`src/rtl/moore_tally_counter.sv`:
```
// Up/down tally counter with tick-qualified requests, saturating or wrapping limits,
// a ripple-maintained BCD image for the display path, and a Moore occupancy state.
module moore_tally_counter #(
  parameter int unsigned MAX_COUNT = 3,
  parameter int unsigned DIGITS    = 4,
  parameter int unsigned WRAP      = 0,
  parameter int unsigned EDGE      = 1,
  parameter int unsigned CW        = $clog2(MAX_COUNT + 1)
) (
  input  logic                  clk,
  input  logic                  reset,
  input  logic                  tick,
  input  logic                  inc,
  input  logic                  dec,
  input  logic                  clr,
  output logic [CW-1:0]         count,
  output logic [4*DIGITS-1:0]   bcd,
  output logic [1:0]            state,
  output logic                  full,
  output logic                  empty,
  output logic                  ovf
);

  localparam int unsigned BW = 4 * DIGITS;

  typedef enum logic [1:0] {
    S_EMPTY = 2'd0,
    S_MID   = 2'd1,
    S_FULL  = 2'd2,
    S_BAD   = 2'd3
  } state_e;

  // Elaboration-time decimal image of a constant (used only for MAX_COUNT)
  function automatic logic [BW-1:0] const_bcd(input int unsigned v);
    logic [BW-1:0] r;
    int unsigned   x;
    r = '0;
    x = v;
    for (int unsigned i = 0; i < DIGITS; i++) begin
      r[4*i +: 4] = 4'(x % 10);
      x = x / 10;
    end
    return r;
  endfunction

  localparam logic [BW-1:0] MAX_BCD = const_bcd(MAX_COUNT);

  function automatic logic [BW-1:0] bcd_inc(input logic [BW-1:0] b);
    logic [BW-1:0] r;
    logic          carry;
    r     = b;
    carry = 1'b1;
    for (int unsigned i = 0; i < DIGITS; i++) begin
      if (carry) begin
        if (b[4*i +: 4] == 4'd9) begin
          r[4*i +: 4] = 4'd0;
        end else begin
          r[4*i +: 4] = b[4*i +: 4] + 4'd1;
          carry       = 1'b0;
        end
      end
    end
    return r;
  endfunction

  function automatic logic [BW-1:0] bcd_dec(input logic [BW-1:0] b);
    logic [BW-1:0] r;
    logic          borrow;
    r      = b;
    borrow = 1'b1;
    for (int unsigned i = 0; i < DIGITS; i++) begin
      if (borrow) begin
        if (b[4*i +: 4] == 4'd0) begin
          r[4*i +: 4] = 4'd9;
        end else begin
          r[4*i +: 4] = b[4*i +: 4] - 4'd1;
          borrow      = 1'b0;
        end
      end
    end
    return r;
  endfunction

  state_e          state_q, state_nxt;
  logic [CW-1:0]   count_nxt;
  logic [BW-1:0]   bcd_nxt;
  logic            ovf_nxt;
  logic            inc_prev, dec_prev;
  logic            inc_q, dec_q;
  logic            at_max, at_zero;

  assign state = state_q;

  always_ff @(posedge clk or posedge reset) begin
    if (reset) begin
      state_q  <= S_EMPTY;
      count    <= '0;
      bcd      <= '0;
      full     <= 1'b0;
      empty    <= 1'b1;
      ovf      <= 1'b0;
      inc_prev <= 1'b0;
      dec_prev <= 1'b0;
    end else begin
      state_q <= state_nxt;
      count   <= count_nxt;
      bcd     <= bcd_nxt;
      full    <= (state_nxt == S_FULL);
      empty   <= (state_nxt == S_EMPTY);
      ovf     <= ovf_nxt;
      if (tick) begin
        inc_prev <= inc;
        dec_prev <= dec;
      end
    end
  end

  // Request qualification, priority resolution and next count/BCD/state
  always_comb begin
    count_nxt = count;
    bcd_nxt   = bcd;
    ovf_nxt   = ovf;
    state_nxt = state_q;
    inc_q     = (EDGE != 0) ? (inc & ~inc_prev) : inc;
    dec_q     = (EDGE != 0) ? (dec & ~dec_prev) : dec;
    at_max    = (count == CW'(MAX_COUNT));
    at_zero   = (count == '0);

    if (state_q == S_BAD) begin
      count_nxt = '0;
      bcd_nxt   = '0;
    end else if (tick) begin
      if (clr) begin
        // clr together with a qualified request is the legacy hold case
        if (!inc_q && !dec_q) begin
          count_nxt = '0;
          bcd_nxt   = '0;
          ovf_nxt   = 1'b0;
        end
      end else if (inc_q && !dec_q) begin
        if (at_max) begin
          ovf_nxt = 1'b1;
          if (WRAP != 0) begin
            count_nxt = '0;
            bcd_nxt   = '0;
          end
        end else begin
          count_nxt = count + CW'(1);
          bcd_nxt   = bcd_inc(bcd);
        end
      end else if (dec_q && !inc_q) begin
        if (at_zero) begin
          ovf_nxt = 1'b1;
          if (WRAP != 0) begin
            count_nxt = CW'(MAX_COUNT);
            bcd_nxt   = MAX_BCD;
          end
        end else begin
          count_nxt = count - CW'(1);
          bcd_nxt   = bcd_dec(bcd);
        end
      end
    end

    if (count_nxt == '0) begin
      state_nxt = S_EMPTY;
    end else if (count_nxt == CW'(MAX_COUNT)) begin
      state_nxt = S_FULL;
    end else begin
      state_nxt = S_MID;
    end
  end

endmodule

```
`config.mk`:
```
export PLATFORM = sky130hd
export DESIGN_NAME = moore_tally_counter
export DESIGN_NICKNAME = d
export VERILOG_FILES = /design/src/rtl/moore_tally_counter.sv
export SDC_FILE = /design/constraint.sdc
export NUM_CORES = 1
export LEC_CHECK = 0
export CORE_MARGIN = 1
export CORE_UTILIZATION = 50
export CTS_CLUSTER_DIAMETER = 120
export DETAILED_ROUTE_END_ITERATION = 6
export PLACE_DENSITY = 0.79
export SLEW_MARGIN = 20
export SYNTH_ARGS = -nofsm -noshare
export SYNTH_HDL_FRONTEND = slang
export SYNTH_SLANG_ARGS = --single-unit
```
`constraint.sdc`:
```
create_clock -name clk -period 5 [get_ports clk]
set_clock_uncertainty 0.15 [all_clocks]
set_input_delay 1.25 -clock clk [delete_from_list [all_inputs] [get_ports clk]]
set_output_delay 1.25 -clock clk [all_outputs]
set_load 0.02 [all_outputs]
```
==> results of run 1 <==
-- through the flow --
step	total power (W)	util, %	hold slack [ns]
after floorplan	0.0006946	-	0.3215
after global placement	0.0008470	61.11	0.3297
after detailed placement	0.0008544	61.11	0.3377
after CTS	0.001031	63.03	0.3590
after global routing	0.001108	63.03	0.3914
final	0.001029	63.03	0.3556
-- area by class of cell --
cell class / instances / area [um2]
fillers: 337 / 1374
multi-input cells: 176 / 1250
flip-flops and latches: 24 / 601.8
repair buffers: 29 / 287.8
inverters: 19 / 71.32
well taps: 48 / 60.06
clock buffers: 3 / 41.29
clock inverters: 1 / 30.03
-- cells by family after synthesis --
kind of cell	Yosys count	share of synthesized area, %
adder cells (fa/ha/maj)	19	12.03
XOR/XNOR	1	0.4434
multiplexers	12	7.410
AO/OA/AOI/OAI	65	22.04
flip-flops	24	30.46
AND/OR/NAND/NOR	79	21.34
buffers and inverters	27	6.269
-- layout by cell type, fill, tap and decap left out, types with 3 or more instances in the layout --
cell type	netlist	layout
o21ai_1	6	6
ha_1	19	19
a211oi_1	3	3
a21oi_1	14	14
nor3_1	4	4
inv_1	18	18
o211ai_1	4	4
clkdlybuf4s50_1	0	28
nand3_1	11	11
o22ai_1	3	3
nand2_1	26	26
dfrtp_1	23	23
nor2_1	12	12
nand2b_1	7	7
a31oi_1	4	4
o21ai_0	14	14
nor2b_1	3	3
clkbuf_8	0	3
o311ai_0	3	3
mux2i_1	6	6
o2bb2ai_1	5	5
-- sequential cells by signal, indices dropped and copies added (netlist names) --
name	count
empty	1
inc_prev	1
dec_prev	1
ovf	1
count	2
state	1
bcd	16
full	1
-- metal layers --
layer,vias up,wire length (um)
met4,0,56
met1,799,1962
met5,-,0
met3,5,145
li1,868,-
met2,50,1901
-- power breakdown --
part / internal [W] / switching (W) / total, W
clock: 0.000107 / 0.0000666 / 0.000174
sequential: 0.000240 / 0.0000839 / 0.000324
combinational: 0.000254 / 0.000277 / 0.000531
-- final timing paths --
check	from	to	slack [ns]	depth (start not counted)
worst max-delay path	inc	bcd[5]	1.38	9
worst min-delay path	dec_prev	dec_prev	0.36	1
worst max register to register	inc_prev	bcd[5]	2.38	8
worst min register to register	dec_prev	dec_prev	0.36	1
max in group asynchronous	reset	bcd[10]	2.80	2
min in group asynchronous	reset	full	1.33	2
==> metrics.md, run 1 <==
| Metric | Value |
|---|---|
| Startpoint Class | `input port` |
| Cell count after synthesis | `227` |
| Initial Util | `53.16%` |
| H-Tree Depth | `1` |
| Avg WL per Cell | `13.55 um` |
| Mapped Nets | `252` |
| PnR worst setup slack | `1.381 ns` |
| CP max FO | `20` |
| DR iter-0 viols | `141` |
| Ys flop type | `dfrtp_1` |
| Final non-filler cell total | `300` |
| Power per cell area | `439.1 nW/um2` |
| LEAKAGE | `0.9769 nW` |
| Critical path endpoint category | `flop` |
| CTS root buf | `clkbuf_8` |
| Post-synth ARST share | `100.0%` |
| Drt total wl | `4065 um` |
| Nets | `278` |
| Critical path buffers and inverters | `3` |
| Post-synth top area cell | `dfrtp_1` |
| Setup-failing EPs final | `0` |
| Share of cells above drive strength 1 | `8.730%` |
| First-pass detailed-route iteration total | `4` |
| EDFF count, synth | `0` |
| Ant diodes | `0` |
| Final worst path period share | `72.37%` |
| RSZ-0062 raised after global routing | `no` |
| Area growth syn-to-layout | `18.56%` |
| Status | `finished, final reports clean` |
| Place WS | `1.098 ns` |
| Die Area | `4207 um2` |
| Clock latency on the worst-skew pair | `0.27 ns` |
| CTS max path bufs | `2` |
| GR met3 Demand/Resource | `2.113%` |
| TritonCTS clock tree | `yes` |
| # Post-CTS Setup Buffers | `0` |
| Die W | `64.86 um` |
| TritonCTS Buffers | `3` |
| Top cells by area, synth | `dfrtp_1 29%, ha_1 12%, nand2_1 4.9%, a21oi_1 3.5%, o21ai_0 3.5%` |
| Slew HR | `37.56%` |
| Critical path type | `in2reg` |
| Gr usage total | `21.06%` |
| Final HPWL DP | `2980 um` |
| Synthesized area | `1976 um2` |
| Top-area cell type share of the netlist area | `29.13%` |
| Yosys reg bits | `24` |
| Final Hold Vio Count | `0` |
| Critical path required time | `5.02 ns` |
| Total gr overflow | `0` |
| Slowest stage cell, crit path | `ha_1` |
| Hold Path Class | `reg2reg` |
| Met1 track demand over resource | `28.68%` |
| Avg Cell Area, Syn | `8.703 um2` |
| Via density | `5.740` |
| Slew Limit Fails | `0` |
| Top delay family on crit path | `buffers and inverters` |
| Commonest cells post-synth | `26 x nand2_1, 23 x dfrtp_1, 19 x ha_1` |
| Top-count cell post-synth | `nand2_1` |
| Ports | `29` |
| Initial antenna violation count | `0` |
| Grt peak-use layer | `met2` |
| Dpl cell area | `2271 um2` |
| Clock transition at path regs | `0.09 ns` |
| Hold Buf Count CTS | `0` |
| Crit path time final | `3.619 ns` |
| Post-synthesis sequential area ratio | `30.46%` |
| Number of max-cap violations | `0` |
| Sink Count | `24` |
| Post-DRT Antenna Nets | `0` |
| Via count | `1722` |
| Final setup TNS | `0 ns` |
| Maximum vdd drop | `230.7 uV` |
| Syn. warnings | `0` |
| Distinct cells, synth | `53` |
| Slew @ Worst Pin | `0.9356 ns` |
| Fin area | `2342 um2` |
| Cells after DPL | `296` |
| CP peak stage delay | `0.53 ns` |
| Vias in the first global route | `1490` |
| Largest net degree at the start of global routing | `25` |
| First-pass GRT wire length | `6865 um` |
| Core Footprint | `3716 um2` |
| Crit path DAT | `3.63 ns` |
| RePlAce Congestion | `0.8716` |
| Fmax | `276.3 MHz` |
| Chip height | `64.86 um` |
| FP Rows | `22` |
| GR Util met2 | `34.64%` |
| Worst-path cell chain | `clkdlybuf4s50_1 -> nand2b_1 -> inv_1 -> ha_1 -> buf_4 -> nand3_1 -> a21oi_1 -> a31o_4 -> mux2_1` |
| Port Buffers | `28` |
| DR DRC count | `0` |
| Post-CTS sizing | `0` |
No activity file was read; power rests on OpenSTA's default activity.
==> inputs of run 2 (changes only) <==
- clock period: 5 -> 3.59 ns (I/O delays scaled with it)
==> metrics.md, run 2 (synthesis gave the netlist of run 1 again) <==
| Metric | Value |
|---|---|
| H-Tree Depth | `1` |
| Critical path buffers and inverters | `3` |
| Final non-filler cell total | `302` |
| Share of cells above drive strength 1 | `9.449%` |
| DR iter-0 viols | `123` |
| Vias in the first global route | `1590` |
| First-pass detailed-route iteration total | `4` |
| Setup-failing EPs final | `0` |
| Fmax | `326.9 MHz` |
| Slew HR | `40.27%` |
| Power per cell area | `610.8 nW/um2` |
| Core Footprint | `3716 um2` |
| Clock latency on the worst-skew pair | `0.27 ns` |
| Worst-path cell chain | `clkdlybuf4s50_1 -> nand2b_1 -> inv_1 -> ha_1 -> buf_4 -> or4b_4 -> nor2_4 -> a22o_2 -> o21ai_1 -> o2bb2ai_1` |
| Ports | `29` |
| Total gr overflow | `0` |
| CP max FO | `10` |
| RSZ-0062 raised after global routing | `no` |
| Slew @ Worst Pin | `0.8949 ns` |
| GR met3 Demand/Resource | `3.169%` |
| Cells after DPL | `298` |
| Most frequent cells in the layout | `28 x clkdlybuf4s50_1, 26 x nand2_1, 23 x dfrtp_1` |
| Top delay family on crit path | `simple AND/OR/NAND/NOR gates` |
| # Post-CTS Setup Buffers | `0` |
| TritonCTS Buffers | `3` |
| Critical path type | `in2reg` |
| Crit path time final | `3.059 ns` |
| Initial antenna violation count | `0` |
| Critical path required time | `3.59 ns` |
| CTS max path bufs | `2` |
| Total Power | `0.001440 W` |
| RePlAce Congestion | `0.8138` |
| Final worst path period share | `85.22%` |
| Avg WL per Cell | `13.90 um` |
| Hold slack | `0.3559 ns` |
| Grt peak-use layer | `met2` |
| GR Util met2 | `35.29%` |
| Top reg by flops | `bcd` |
| Area growth syn-to-layout | `19.32%` |
| Final setup TNS | `0 ns` |
| Drt total wl | `4197 um` |
| DR DRC count | `0` |
| Clock transition at path regs | `0.08 ns` |
| Ant diodes | `0` |
| Hold Path Class | `reg2reg` |
| Nets | `280` |
| Post-DRT Antenna Nets | `0` |
| Post-CTS sizing | `0` |
| CP peak stage delay | `0.54 ns` |
| Most common cell after layout, fill and taps aside | `clkdlybuf4s50_1` |
| Via count | `1744` |
| Critical path endpoint category | `flop` |
| Largest regs | `bcd: 16 flops, count: 2 flops` |
| Maximum vdd drop | `540.4 uV` |
| Sink Count | `24` |
| Dpl cell area | `2286 um2` |
| Final HPWL DP | `3094 um` |
| Slowest stage cell, crit path | `or4b_4` |
| Chip height | `64.86 um` |
| Status | `finished, final reports clean` |
| Filler cell count in the final layout | `335` |
| CTS root buf | `clkbuf_8` |
| Slew Limit Fails | `0` |
| Final Hold Vio Count | `0` |
| Hold Buf Count CTS | `0` |
| First-pass GRT wire length | `7314 um` |
| TritonCTS clock tree | `yes` |
| FP Rows | `22` |
| Initial Util | `53.16%` |
| Port Buffers | `28` |
| Largest net degree at the start of global routing | `25` |
| Startpoint Class | `input port` |
| Crit path DAT | `3.06 ns` |
| Die W | `64.86 um` |
| Die Area | `4207 um2` |
| LEAKAGE | `0.9873 nW` |
| Largest register FFs | `16` |
| Gr usage total | `22.19%` |
| Number of max-cap violations | `0` |
| Fin area | `2357 um2` |
| Met1 track demand over resource | `30.80%` |
| Via density | `5.775` |
==> run 2: cell count changes in the layout (fill, tap and decap cells not counted), sizes merged <==
cell	change
buf	+2
==> run 2: power breakdown <==
part,total [W],switching (W),internal [W]
logic,0.000750,0.000395,0.000355
registers,0.000454,0.000120,0.000334
clock network,0.000235,0.0000863,0.000149
==> run 2: worst register-to-register path, stage by stage (launching register included) <==
cell and delay, ns:
dfrtp_1 0.38, nand2b_1 0.18, inv_1 0.07, ha_1 0.26, buf_4 0.21, nand4b_1 0.13
nor3_1 0.37, a22o_2 0.24, o21ai_1 0.11, o2bb2ai_1 0.16
==> run 2: layout make-up <==
| cell class | count | area (um2) | share of cell area [%] |
|---|---|---|---|
| Multi-Input combinational cell | 176 | 1250 | 53.03 |
| Clock buffer | 3 | 41.29 | 1.752 |
| Timing Repair Buffer | 31 | 302.8 | 12.84 |
| Tap cell | 48 | 60.06 | 2.548 |
| Inverter | 19 | 71.32 | 3.025 |
| Clock inverter | 1 | 30.03 | 1.274 |
| Sequential cell | 24 | 601.8 | 25.53 |
==> run 2: metal layers <==
| metal | routed length, um | vias up |
|---|---|---|
| met4 | 57 | 0 |
| met3 | 164 | 6 |
| met5 | 0 | - |
| li1 | - | 872 |
| met1 | 2032 | 817 |
| met2 | 1943 | 49 |
==> run 2: final timing paths <==
check,cells after the start,from,to,slack (ns)
worst max-delay path,10,inc,bcd[14],0.53
worst min-delay path,1,dec_prev,dec_prev,0.36
worst max register to register,9,inc_prev,bcd[14],1.21
worst min register to register,1,dec_prev,dec_prev,0.36
max in group asynchronous,2,reset,bcd[14],1.78
min in group asynchronous,2,reset,full,0.96
==> run 2: stage by stage <==
stage	utilization (%)	setup WS, ns
detailed placement	61.52	0.2404
global placement	61.52	0.3118
CTS	63.43	0.5291
floorplan	-	0.8029
finish	63.43	0.5306
global route	63.43	0.3792
==> inputs of run 3 (changes only) <==
- RECOVER_POWER: not set -> 25
==> metrics.md, run 3 (synthesis gave the netlist of run 1 again) <==
| Metric | Value |
|---|---|
| Worst path depth | `10` |
| Largest register FFs | `16` |
| Total gr overflow | `0` |
| Final HPWL DP | `3094 um` |
| TritonCTS Buffers | `3` |
| Final worst path period share | `85.18%` |
| Sink Count | `24` |
| RePlAce Congestion | `0.8138` |
| Clock latency on the worst-skew pair | `0.27 ns` |
| Largest net degree at the start of global routing | `25` |
| CP max FO | `10` |
| FF-to-FF path depth | `9` |
| Final Hold Vio Count | `0` |
| Gr usage total | `22.19%` |
| Critical path required time | `3.59 ns` |
| Nets | `280` |
| CP peak stage delay | `0.55 ns` |
| Hold Buf Count CTS | `0` |
| Reg2reg start | `inc_prev` |
| DR iter-0 viols | `124` |
| Core Footprint | `3716 um2` |
| Status | `finished, final reports clean` |
| PnR worst setup slack | `0.5321 ns` |
| Total Power | `0.001439 W` |
| Initial antenna violation count | `0` |
| H-Tree Depth | `1` |
| Worst R2R Setup Slack | `1.21 ns` |
| Area growth syn-to-layout | `19.32%` |
| Post-CTS sizing | `0` |
| Critical path buffers and inverters | `3` |
| Critical path endpoint category | `flop` |
| DR DRC count | `0` |
| Vias in the first global route | `1590` |
| End point of the critical path | `bcd[14]` |
| Slew HR | `40.27%` |
| LEAKAGE | `0.9878 nW` |
| Most frequent cells in the layout | `26 x nand2_1, 26 x clkdlybuf4s50_1, 23 x dfrtp_1` |
| Hold slack | `0.3559 ns` |
| Slew Limit Fails | `0` |
| Power per cell area | `610.5 nW/um2` |
| Share of cells above drive strength 1 | `9.449%` |
| Ports | `29` |
| RR Endpoint | `bcd[14]` |
| Slew @ Worst Pin | `0.8950 ns` |
| Port Buffers | `28` |
| Crit path launch | `inc` |
| FP Rows | `22` |
| Initial Util | `53.16%` |
| Via count | `1730` |
| Final setup TNS | `0 ns` |
| RSZ-0062 raised after global routing | `no` |
| Drt total wl | `4195 um` |
| Critical path type | `in2reg` |
| TritonCTS clock tree | `yes` |
| Maximum vdd drop | `540.2 uV` |
| First-pass detailed-route iteration total | `4` |
| Post-DRT Antenna Nets | `0` |
| Crit path time final | `3.058 ns` |
| Ant diodes | `0` |
| Startpoint Class | `input port` |
| Hold Path Class | `reg2reg` |
| Largest regs | `bcd: 16 flops, count: 2 flops` |
| Filler cell count in the final layout | `335` |
| Worst-path cell chain | `clkdlybuf4s50_1 -> nand2b_1 -> inv_1 -> ha_1 -> buf_4 -> or4b_4 -> nor2_4 -> a22o_2 -> o21ai_1 -> o2bb2ai_1` |
| CTS max path bufs | `2` |
| Avg WL per Cell | `13.89 um` |
| CTS root buf | `clkbuf_8` |
| Number of max-cap violations | `0` |
| Clock transition at path regs | `0.08 ns` |
| Via density | `5.728` |
| Chip height | `64.86 um` |
| Fmax | `327.0 MHz` |
| # Post-CTS Setup Buffers | `0` |
| Top delay family on crit path | `simple AND/OR/NAND/NOR gates` |
| First-pass GRT wire length | `7314 um` |
| Fin util | `63.43%` |
| Place WS | `0.2404 ns` |
| Crit path DAT | `3.06 ns` |
| Die Area | `4207 um2` |
| Die W | `64.86 um` |
| Setup-failing EPs final | `0` |
| Slowest stage cell, crit path | `or4b_4` |
| Top reg by flops | `bcd` |
run 3: metrics by stage:
stage | cell area, um2 | instances
after CTS | 2357 | 302
after global routing | 2357 | 302
final | 2357 | 302
after floorplan | 1976 | 227
after global placement | 2286 | 298
after detailed placement | 2286 | 298
run 3: layout make-up:
cell class,count,area [um2],area share [%]
Tap cell,48,60.06,2.548
Timing Repair Buffer,31,302.8,12.84
Sequential cell,24,601.8,25.53
Inverter,19,71.32,3.025
Clock inverter,1,30.03,1.274
Multi-Input combinational cell,176,1250,53.03
Clock buffer,3,41.29,1.752
run 3: power breakdown:
group / internal [W] / switching (W) / total (W) / leakage [nW]
combinational: 0.000355 / 0.000395 / 0.000750 / 0.639
clock: 0.000149 / 0.0000862 / 0.000235 / 0.0357
sequential: 0.000334 / 0.000120 / 0.000454 / 0.313
run 3: how the worst min path moves through the flow:
stage | from | to | slack [ns] | cells past startpoint
after global placement | dec_prev | dec_prev | 0.34 | 1
after CTS | dec_prev | dec_prev | 0.36 | 1
after floorplan | dec_prev | dec_prev | 0.32 | 1
after detailed placement | dec_prev | dec_prev | 0.34 | 1
after global routing | dec_prev | dec_prev | 0.37 | 1
final | dec_prev | dec_prev | 0.36 | 1
run 3: metal layers:
| metal | global-route usage, % | share of wire [%] |
|---|---|---|
| met5 | 0 | 0 |
| met4 | 6.944 | 1.4 |
| met3 | 3.169 | 3.4 |
| met2 | 35.29 | 46 |
| met1 | 30.80 | 49 |
